`src/rtl/yaw_integrator.sv`:
```
// Yaw-rate integrator: calibrates the gyro zero-rate offset, then integrates the compensated rate into a 12-bit heading.
// Optional guardrail IR fusion is enabled by defining IR_FUSION_EN.
module yaw_integrator #(
    parameter int FAST_SIM    = 1,
    parameter int DEADBAND    = 4,
    parameter int FUSION_GAIN = 512
) (
    input  logic        clk,
    input  logic        rst_n,
    input  logic        strt_cal,
    input  logic        vld,
    input  logic [15:0] yaw_rt,
    input  logic        moving,
    input  logic        lftIR,
    input  logic        rghtIR,
    output logic        cal_done,
    output logic        rdy,
    output logic [11:0] heading
);

    localparam int CAL_N     = (FAST_SIM != 0) ? 256 : 2048;
    localparam int CAL_SHIFT = (FAST_SIM != 0) ? 8 : 11;
    localparam logic [11:0]        CAL_LAST = 12'(CAL_N - 1);
    localparam logic signed [16:0] DB_S     = 17'(DEADBAND);

    typedef enum logic [1:0] {IDLE, CAL, RUN} state_t;

    state_t             state_q, state_d;
    logic [11:0]        cal_cnt_q, cal_cnt_d;
    logic signed [26:0] cal_acc_q, cal_acc_d;
    logic signed [15:0] yaw_off_q, yaw_off_d;
    logic [26:0]        head_acc_q, head_acc_d;
    logic               cal_done_q, cal_done_d;
    logic               rdy_q, rdy_d;

    logic signed [16:0] comp_wide;
    logic signed [15:0] comp;
    logic signed [26:0] fuse;
    logic signed [26:0] cal_sum;

    // Offset-compensated rate, saturated to 16 bits, with small residuals squashed to zero
    always_comb begin
        comp_wide = {yaw_rt[15], yaw_rt} - {yaw_off_q[15], yaw_off_q};
        case (comp_wide[16:15])
            2'b01:   comp = 16'sh7FFF;
            2'b10:   comp = -16'sh8000;
            default: comp = comp_wide[15:0];
        endcase
        if ((comp_wide < DB_S) && (comp_wide > -DB_S)) begin
            comp = '0;
        end
    end

`ifdef IR_FUSION_EN
    always_comb begin
        fuse = '0;
        if (lftIR && !rghtIR) begin
            fuse = -27'(FUSION_GAIN);
        end else if (rghtIR && !lftIR) begin
            fuse = 27'(FUSION_GAIN);
        end
    end
`else
    logic unused_ir;
    assign unused_ir = &{1'b0, lftIR, rghtIR, FUSION_GAIN[0]};
    assign fuse      = '0;
`endif

    assign cal_sum = cal_acc_q + {{11{yaw_rt[15]}}, yaw_rt};

    always_comb begin
        state_d    = state_q;
        cal_cnt_d  = cal_cnt_q;
        cal_acc_d  = cal_acc_q;
        yaw_off_d  = yaw_off_q;
        head_acc_d = head_acc_q;
        cal_done_d = 1'b0;
        rdy_d      = 1'b0;
        // strt_cal wins over a coincident sample, which is simply dropped
        if (strt_cal) begin
            state_d   = CAL;
            cal_acc_d = '0;
            cal_cnt_d = '0;
        end else if (vld) begin
            case (state_q)
                CAL: begin
                    cal_acc_d = cal_sum;
                    cal_cnt_d = cal_cnt_q + 12'd1;
                    if (cal_cnt_q == CAL_LAST) begin
                        yaw_off_d  = 16'(cal_sum >>> CAL_SHIFT);
                        head_acc_d = '0;
                        state_d    = RUN;
                        cal_done_d = 1'b1;
                    end
                end
                RUN: begin
                    rdy_d = 1'b1;
                    if (moving) begin
                        head_acc_d = head_acc_q + {{11{comp[15]}}, comp} + fuse;
                    end
                end
                default: ;
            endcase
        end
    end

    always_ff @(posedge clk or negedge rst_n) begin
        if (!rst_n) begin
            state_q    <= IDLE;
            cal_cnt_q  <= '0;
            cal_acc_q  <= '0;
            yaw_off_q  <= '0;
            head_acc_q <= '0;
            cal_done_q <= 1'b0;
            rdy_q      <= 1'b0;
        end else begin
            state_q    <= state_d;
            cal_cnt_q  <= cal_cnt_d;
            cal_acc_q  <= cal_acc_d;
            yaw_off_q  <= yaw_off_d;
            head_acc_q <= head_acc_d;
            cal_done_q <= cal_done_d;
            rdy_q      <= rdy_d;
        end
    end

    assign heading  = head_acc_q[26:15];
    assign cal_done = cal_done_q;
    assign rdy      = rdy_q;

endmodule

```
`config.mk`:
```
export PLATFORM = sky130hd
export DESIGN_NAME = yaw_integrator
export DESIGN_NICKNAME = d
export VERILOG_FILES = /design/src/rtl/yaw_integrator.sv
export SDC_FILE = /design/constraint.sdc
export NUM_CORES = 1
export LEC_CHECK = 0
export CORE_ASPECT_RATIO = 1.1
export CORE_MARGIN = 2
export CORE_UTILIZATION = 56
export CTS_CLUSTER_SIZE = 25
export DETAILED_ROUTE_END_ITERATION = 7
export PLACE_DENSITY = 0.81
export SKIP_CTS_REPAIR_TIMING = 1
export SYNTH_ARGS = -nofsm -noshare
export SYNTH_HDL_FRONTEND = slang
export SYNTH_SLANG_ARGS = --single-unit
export TNS_END_PERCENT = 5
```
`constraint.sdc`:
```
create_clock -name clk -period 8.6 [get_ports clk]
set_input_delay 1.72 -clock clk [delete_from_list [all_inputs] [get_ports clk]]
set_output_delay 1.72 -clock clk [all_outputs]
set_load 0.005 [all_outputs]
```
== After elaboration in Yosys (flattened, before gate mapping) ==
Index checks and enable logic that the tools add are counted.
Storage, ports and cells
  flip-flop bits (word level): 86
  input bits: 23
  output and inout bits: 14
  word-level logic and storage cells: 52
Cells by class
  add/sub/neg operators: 4
  order comparisons: 2
  eq/ne operators: 7
  multiplexer cells: 22
  bitwise operators: 1
  reduce and logical (&&, ||, !) cells: 9
Operators by type and width (number)
  two-way mux 27 bit: 5
  adder 27 bit: 2
  case mux 27 bit (2 select lines): 1
  two-way mux 12 bit: 3
  case mux 16 bit (2 select lines): 1
  greater-than comparator 17 x 3 -> 1 bit (second input constant): 1
  < comparator 17 x 4 -> 1 bit (second input constant): 1
  subtractor 16 x 16 -> 17 bit: 1
  two-way mux 16 bit: 1
  adder 12 x 1 -> 12 bit (second input constant): 1
  equality test 12 x 8 -> 1 bit (second input constant): 1
  two-way mux 2 bit: 4
  nonzero test 2 bit: 4
  two-way mux 1 bit: 7
  AND reduction 5 bit: 1
  equality test 2 x 1 -> 1 bit (second input constant): 2
  equality test 2 bit (second input constant): 2
  != test 2 bit (second input constant): 2
  AND reduction 4 bit: 1
  AND reduction 3 bit: 1
  AND reduction 2 bit: 1
  logical AND 1 bit: 1
  NOT 1 bit: 1

== Depth between registers and ports, before layout ==
Gate-level depths: netlist of run 1.
  depth after elaboration: 7
  mapped depth: 28
  depth with buffers taken out: 27

== Least setup slack after synthesis of run 1 ==
OpenSTA, ideal clock, no wires.
  path kind: input -> register
  start: in yaw_rt[1]
  end: reg head_acc_q[18]
  library setup time: 0.083 ns
  data arrival time: 7.257 ns
  data required time: 8.517 ns
  path slack: 1.260 ns
  stages: 25
  buffers on the path: 1
  cells stage by stage: ha_1 > nor2b_4 > o31a_1 > o211a_1 > or3_4 > a2111o_1 > or4_1 > or4_4 > nor2b_1 > o21ai_1 > a21oi_1 > ha_1 > fa_1 > a21o_1 > a21oi_1 > o21ai_0 > nand3_1 > nand4_1 > a31o_2 > clkbuf_1 > nor2_1 > o21ai_0 > or2_2 > a211o_1 > o21ai_0
Between the ends
  longest elaborated chain between the ends: 7
  elaborated cells between the ends (all ways): 11
  classes of those cells: add/sub: 2; order compare: 2; eq/ne: 2; mux: 4; reduce/logical: 1
Ends and longest elaborated chain
  from (decl): line 12  | input logic [15:0] yaw_rt,
  subtractor 16 x 16 -> 17 bit *: line 43  | comp_wide = {yaw_rt[15], yaw_rt} - {yaw_off_q[15], yaw_off_q};
  < comparator 17 x 4 -> 1 bit, or another cell as far along: line 49  | if ((comp_wide < DB_S) && (comp_wide > -DB_S)) begin
  logical AND 1 bit / case mux 16 bit (2 select lines) (equally long branches): line 49, 44
  two-way mux 16 bit *: line 49
  adder 27 bit *: line 99  | head_acc_d = head_acc_q + {{11{comp[15]}}, comp} + fuse;
  two-way mux 27 bit *: line 98  | if (moving) begin
  case mux 27 bit (2 select lines) *: line 85  | case (state_q)
  to (signal assigned): line 113  | head_acc_q <= '0;
  to (signal assigned): line 121  | head_acc_q <= head_acc_d;
  to (decl): line 32  | logic [26:0] head_acc_q, head_acc_d;
Every way passes the cells marked *; elsewhere a longest branch is shown, timed or not. The select of a mux whose other input is x is not followed.
A chain may end at the register's enable or synchronous reset.

== Final worst setup path of run 1 ==
Ends and elaborated chain as after synthesis.

==> results of run 1 <==
power by group:
group | total (mW) | switching [mW] | internal, mW
Clock | 0.401 | 0.166 | 0.235
Sequential | 0.423 | 0.0136 | 0.410
Combinational | 0.302 | 0.173 | 0.130
layout make-up:
type | count | area, sq um
fill | 960 | 4200
multi-input combinational | 633 | 4130
sequential | 83 | 2080
timing repair buffer | 40 | 383
clock buffer | 11 | 243
tap | 150 | 188
inverter | 41 | 154
clock inverter | 5 | 61.3
final timing paths:
check                      slack [ns]  cells after the start                 startpoint                         end
max                              0.51                     25                  yaw_rt[1]  head_acc_q[18]$_DFFE_PN0P_
min                              0.49                      2  head_acc_q[5]$_DFFE_PN0P_   head_acc_q[5]$_DFFE_PN0P_
max reg2reg                      2.00                     25   yaw_off_q[1]$_DFFE_PN0P_  head_acc_q[18]$_DFFE_PN0P_
min reg2reg                      0.49                      2  head_acc_q[5]$_DFFE_PN0P_   head_acc_q[5]$_DFFE_PN0P_
max in group asynchronous        6.25                      2                      rst_n   yaw_off_q[13]$_DFFE_PN0P_
min in group asynchronous        1.33                      1                      rst_n   head_acc_q[1]$_DFFE_PN0P_
cells in the final DEF, fill, tap and decap left out, drive strengths merged, types with 4 or more instances in the layout:
| master | count |
|---|---|
| a211oi | 6 |
| or3 | 12 |
| nor3b | 5 |
| and3 | 9 |
| xnor2 | 34 |
| o21ai | 55 |
| nor2 | 54 |
| clkbuf | 11 |
| o211a | 4 |
| nor3 | 17 |
| nand4 | 10 |
| nand2 | 106 |
| o21bai | 12 |
| a21o | 14 |
| o211ai | 5 |
| xor2 | 20 |
| a21oi | 81 |
| inv | 42 |
| o21a | 14 |
| or2 | 7 |
| a31oi | 8 |
| ha | 56 |
| buf | 7 |
| nor2b | 9 |
| nand2b | 11 |
| mux2i | 6 |
| dfrtp | 83 |
| clkdlybuf4s50 | 33 |
| nand3 | 28 |
| o2111ai | 4 |
worst max-delay path: stages:
cell             delay [ns]
clkdlybuf4s50_1        0.49
ha_1                   0.33
nor2b_4                0.13
o31a_1                 0.27
o211a_1                0.28
or3_4                  0.41
a2111o_1               0.28
or4_1                  0.41
or4_4                  0.56
nor2b_1                0.15
o21ai_1                0.34
a21oi_1                0.10
ha_1                   0.27
fa_1                   0.42
a21o_1                 0.20
a21oi_1                0.26
o21ai_0                0.15
nand3_1                0.12
nand4_1                0.13
a31o_2                 0.33
nor2_1                 0.09
o21ai_0                0.20
or2_2                  0.36
a211o_1                0.28
o21ai_0                0.07
logic make-up (layout without fill, tap and decap cells):
kind of cell / count (synthesis) / count (layout)
buffers and inverters: 80 / 97
and+or+nand+nor: 278 / 278
adders and majority gates: 59 / 59
muxes: 9 / 9
AOI/OAI and AO/OA: 233 / 233
xor gates and xnor gates: 54 / 54
DFF: 83 / 83
per-layer routing:
metal / wire length (um) / up-vias / share of wire, % / global-route usage (%)
met4: 221 / 0 / 1.5 / 8.77
met1: 6460 / 2772 / 44 / 30.9
met3: 538 / 15 / 3.7 / 2.49
met2: 7470 / 132 / 51 / 41.7
met5: 0 / - / 0 / 0
li1: - / 2832 / - / -
sequential cells by signal, indices dropped and copies added, names as in the netlist:
signal and flops:
cal_acc_q 24, cal_cnt_q 12, cal_done 1, head_acc_q 27, rdy 1, state_q 2
yaw_off_q 16
==> flow_metrics.tcl, run 1 <==
set metrics [dict create \
    place_area_sq_mm 0.00693 \
    setup_ws_ns 0.514 \
    drcViolationCount 0 \
    nNetsFinal 890 \
    grt_start_max_net_pins 52 \
    io_pins 37 \
    fmaxAchievable_ghz 0.124 \
    wirelength_um 14700 \
    cts.clk_slew.worst_paths_ns 0.07 \
    place_congestion 0.887 \
    cts-buffers-inserted 9 \
    crit_type "input pin to flop" \
    grt_setup_unrepaired "false" \
    fin_skew_ns 0.00934 \
    dpl.hpwl_um 10800 \
    antenna_found_initial 0 \
    core-area_sq_mm 0.0114 \
    synth_area_sq_mm 0.00656 \
    worstPathArrival_ns 8.35 \
    port_buffers 34 \
    clk-insertion-delay-late_ns 0.35 \
    hold_viol 0 \
    syn_inst 796 \
    maxSlewViolCount 0 \
    yosysUniqueCellTypes 65 \
    yosys.area_share.simple_pct 20.3 \
    synth_top_family_by_area "compound AO/OA/AOI/OAI gates" \
    setup_viol 0 \
    area_growth_syn_to_layout_pct 10.4 \
    ys_warn_count 0 \
    status "complete, no violations" \
    fin_crit_sh_pct 94.0 \
    start_util_pct 57.3 \
    synth_seq_area_share_pct 31.7 \
    tightest_slew_ns 1.09 \
    drt_pre_antenna_iters 5 \
    fin_tns_setup_ns 0 \
    power.density_mw_per_mm2 156 \
    synth.most_common_cell "nand2_1" \
    synth_commonest_cells "106 x nand2_1, 83 x dfrtp_1, 81 x a21oi_1" \
    cp.required_ns 8.87 \
    syn_nets 878 \
    chipWidth_um 107 \
    synth_edf_count 0 \
    fin_cells 963 \
    synth_top_area_share_pct 31.7 \
    grt_pass1_vias 5583 \
    synth-main-ff-cell "dfrtp_1" \
    grt_use_total_pct 24.1 \
    stdcell_area_sq_mm 0.00724 \
    fin_crit_ns 8.09 \
    synth.mux.area_fraction_pct 1.43 \
    maxCapViolCount 0 \
    cts_tree "done" \
    fin_util_pct 63.3 \
    slew_headroom_pct 27.0 \
    clock_path_buffers 2 \
    cts_sinks 83 \
    synth_xor_area_share_pct 7.21 \
    synth.area.top_cells "dfrtp_1 32%, ha_1 11%, a21oi_1 6.2%, nand2_1 6.1%, xnor2_1 4.5%" \
    htree_levels 3 \
    drtIter0Drc 400 \
    route.vias.total 5751 \
    ant_nets 0 \
    ys_ff_latch 83 \
    via_per_inst 5.97 \
    synth_adder_area_share_pct 11.6 \
    async_reset_ff_share_pct 100 \
    avgSynthCellArea_sq_um 8.24 \
    synth_top_cell_by_area "dfrtp_1" \
    p_leak_nw 3.35 \
    synth_compound_area_share_pct 22.3 \
    cp-start-kind "input pin" \
    total_power_mw 1.13 \
    layout-drive-gt1-share_pct 5.54 \
    cp-end-kind "flop" \
    diodes 0 \
    fp.dieH_um 118 \
    peakVddDrop_uv 92.8 \
    grt_pass1_wl_um 25100 \
    wl_per_cell_um 15.3 \
    root_buffer "clkbuf_16" \
    pre_cts_slack_ns 0.209 \
    place_inst 947 \
    die_area_sq_mm 0.0126 \
    min_path_type "flop to flop" \
    num_rows 41 \
    crit_fanout 9 \
    hold_slack_ns 0.490 \
    grt_overflow 0 \
]
(Power assumes the default switching activity.)
==> inputs of run 2 (changes only) <==
- CAP_MARGIN: default -> 20
==> flow_metrics.tcl, run 2 (same netlist as run 1, synthesis figures left out) <==
set metrics [dict create \
    hold_viol 0 \
    setup_viol 0 \
    crit_fanout 9 \
    fin_crit_ns 8.08 \
    ant_nets 0 \
    area_growth_syn_to_layout_pct 10.6 \
    wirelength_um 14700 \
    p_leak_nw 3.36 \
    grt_pass1_vias 5583 \
    num_rows 41 \
    htree_levels 3 \
    nNetsFinal 891 \
    slew_headroom_pct 28.4 \
    cts.clk_slew.worst_paths_ns 0.06 \
    fin_util_pct 63.4 \
    clock_path_buffers 2 \
    crit_top_cell "o21ai_0" \
    power.density_mw_per_mm2 155 \
    maxCapViolCount 0 \
    drcViolationCount 0 \
    wl_per_cell_um 15.2 \
    layout_common_cells "106 x nand2_1, 83 x dfrtp_1, 81 x a21oi_1" \
    fin_cells 964 \
    chipWidth_um 107 \
    cts_tree "done" \
    start_util_pct 57.3 \
    fmaxAchievable_ghz 0.124 \
    cp.required_ns 8.87 \
    clk-insertion-delay-late_ns 0.35 \
    grt_setup_unrepaired "false" \
    tightest_slew_ns 1.07 \
    root_buffer "clkbuf_16" \
    place_congestion 0.887 \
    layout-drive-gt1-share_pct 5.65 \
    crit_slowest_cell "or4_4" \
    path_buf_inv 1 \
    die_area_sq_mm 0.0126 \
    worstPathArrival_ns 8.35 \
    grt_use_total_pct 24.1 \
    route.vias.total 5710 \
    max_flop_register "head_acc_q" \
    diodes 0 \
    maxSlewViolCount 0 \
    peakVddDrop_uv 92.8 \
    grt_start_max_net_pins 52 \
    grt_pass1_wl_um 25100 \
    core-area_sq_mm 0.0114 \
    cp-start-kind "input pin" \
    grt_overflow 0 \
    cp-end-kind "flop" \
    cts-buffers-inserted 9 \
    via_per_inst 5.92 \
    port_buffers 34 \
    fin_skew_ns 0.00892 \
    drtIter0Drc 375 \
    dpl.hpwl_um 10800 \
    fin_crit_sh_pct 94.0 \
    fp.dieH_um 118 \
    fillers 955 \
    reg_top3 "head_acc_q x27, cal_acc_q x24, yaw_off_q x16" \
    crit_family "compound AO/OA/AOI/OAI gates" \
    slowest_delay_ns 0.56 \
    status "complete, no violations" \
    crit_type "input pin to flop" \
    cts_sinks 83 \
    io_pins 37 \
    antenna_found_initial 0 \
    drt_pre_antenna_iters 5 \
    place_inst 947 \
    layout_commonest_cell "nand2_1" \
    fin_tns_setup_ns 0 \
    min_path_type "flop to flop" \
    largest_reg_flops 27 \
]
==> run 2: report_power, final <==
part	total, mW	switching (mW)	internal [mW]	leakage (nW)
Sequential	0.423	0.0136	0.410	1.02
Combinational	0.302	0.173	0.130	2.19
Clock	0.401	0.166	0.235	0.150
==> run 2: metrics by stage <==
| stage | instance area, sq um | worst slack, ns | hold WS, ns | total power [mW] |
|---|---|---|---|---|
| after floorplan | 6560 | 1.26 | 0.456 | 0.657 |
| final | 7250 | 0.520 | 0.490 | 1.13 |
| after CTS | 7240 | 0.555 | 0.496 | 1.13 |
| after global placement | 6930 | 0.287 | 0.477 | 0.715 |
| after detailed placement | 6930 | 0.209 | 0.481 | 0.728 |
| after global routing | 7250 | 0.127 | 0.531 | 1.18 |
==> run 2: path summary, 6_finish.rpt <==
check / start / endpoint / slack [ns] / depth (start not counted)
setup / recovery: yaw_rt[1] / head_acc_q[18]$_DFFE_PN0P_ / 0.52 / 25
hold / removal: head_acc_q[5]$_DFFE_PN0P_ / head_acc_q[5]$_DFFE_PN0P_ / 0.49 / 2
setup reg to reg: yaw_off_q[1]$_DFFE_PN0P_ / head_acc_q[18]$_DFFE_PN0P_ / 2.01 / 25
hold reg to reg: head_acc_q[5]$_DFFE_PN0P_ / head_acc_q[5]$_DFFE_PN0P_ / 0.49 / 2
max in group asynchronous: rst_n / cal_cnt_q[1]$_DFFE_PN0P_ / 6.26 / 2
min in group asynchronous: rst_n / head_acc_q[1]$_DFFE_PN0P_ / 1.32 / 1
==> run 2: cell type report <==
cell class | count | area (sq um) | share of cell area (%)
Tap cell | 150 | 188 | 2.59
Clock buffer | 11 | 243 | 3.35
Sequential cell | 83 | 2080 | 28.6
Multi-Input combinational cell | 633 | 4130 | 57.0
Inverter | 41 | 154 | 2.12
Clock inverter | 5 | 61.3 | 0.845
Timing Repair Buffer | 41 | 398 | 5.49
==> run 2: worst min-delay path: cells and delay by family, from the launching register on <==
kind            cells  cell delay [ns]
compound gates      1             0.06
simple gates        1             0.05
flops               1             0.35
==> run 2: layer usage <==
metal	wire, um	GRT usage [%]	vias up
met5	0	0	-
met4	247	8.77	0
met3	424	2.49	19
met2	7450	41.7	109
met1	6550	30.9	2751
li1	-	-	2831
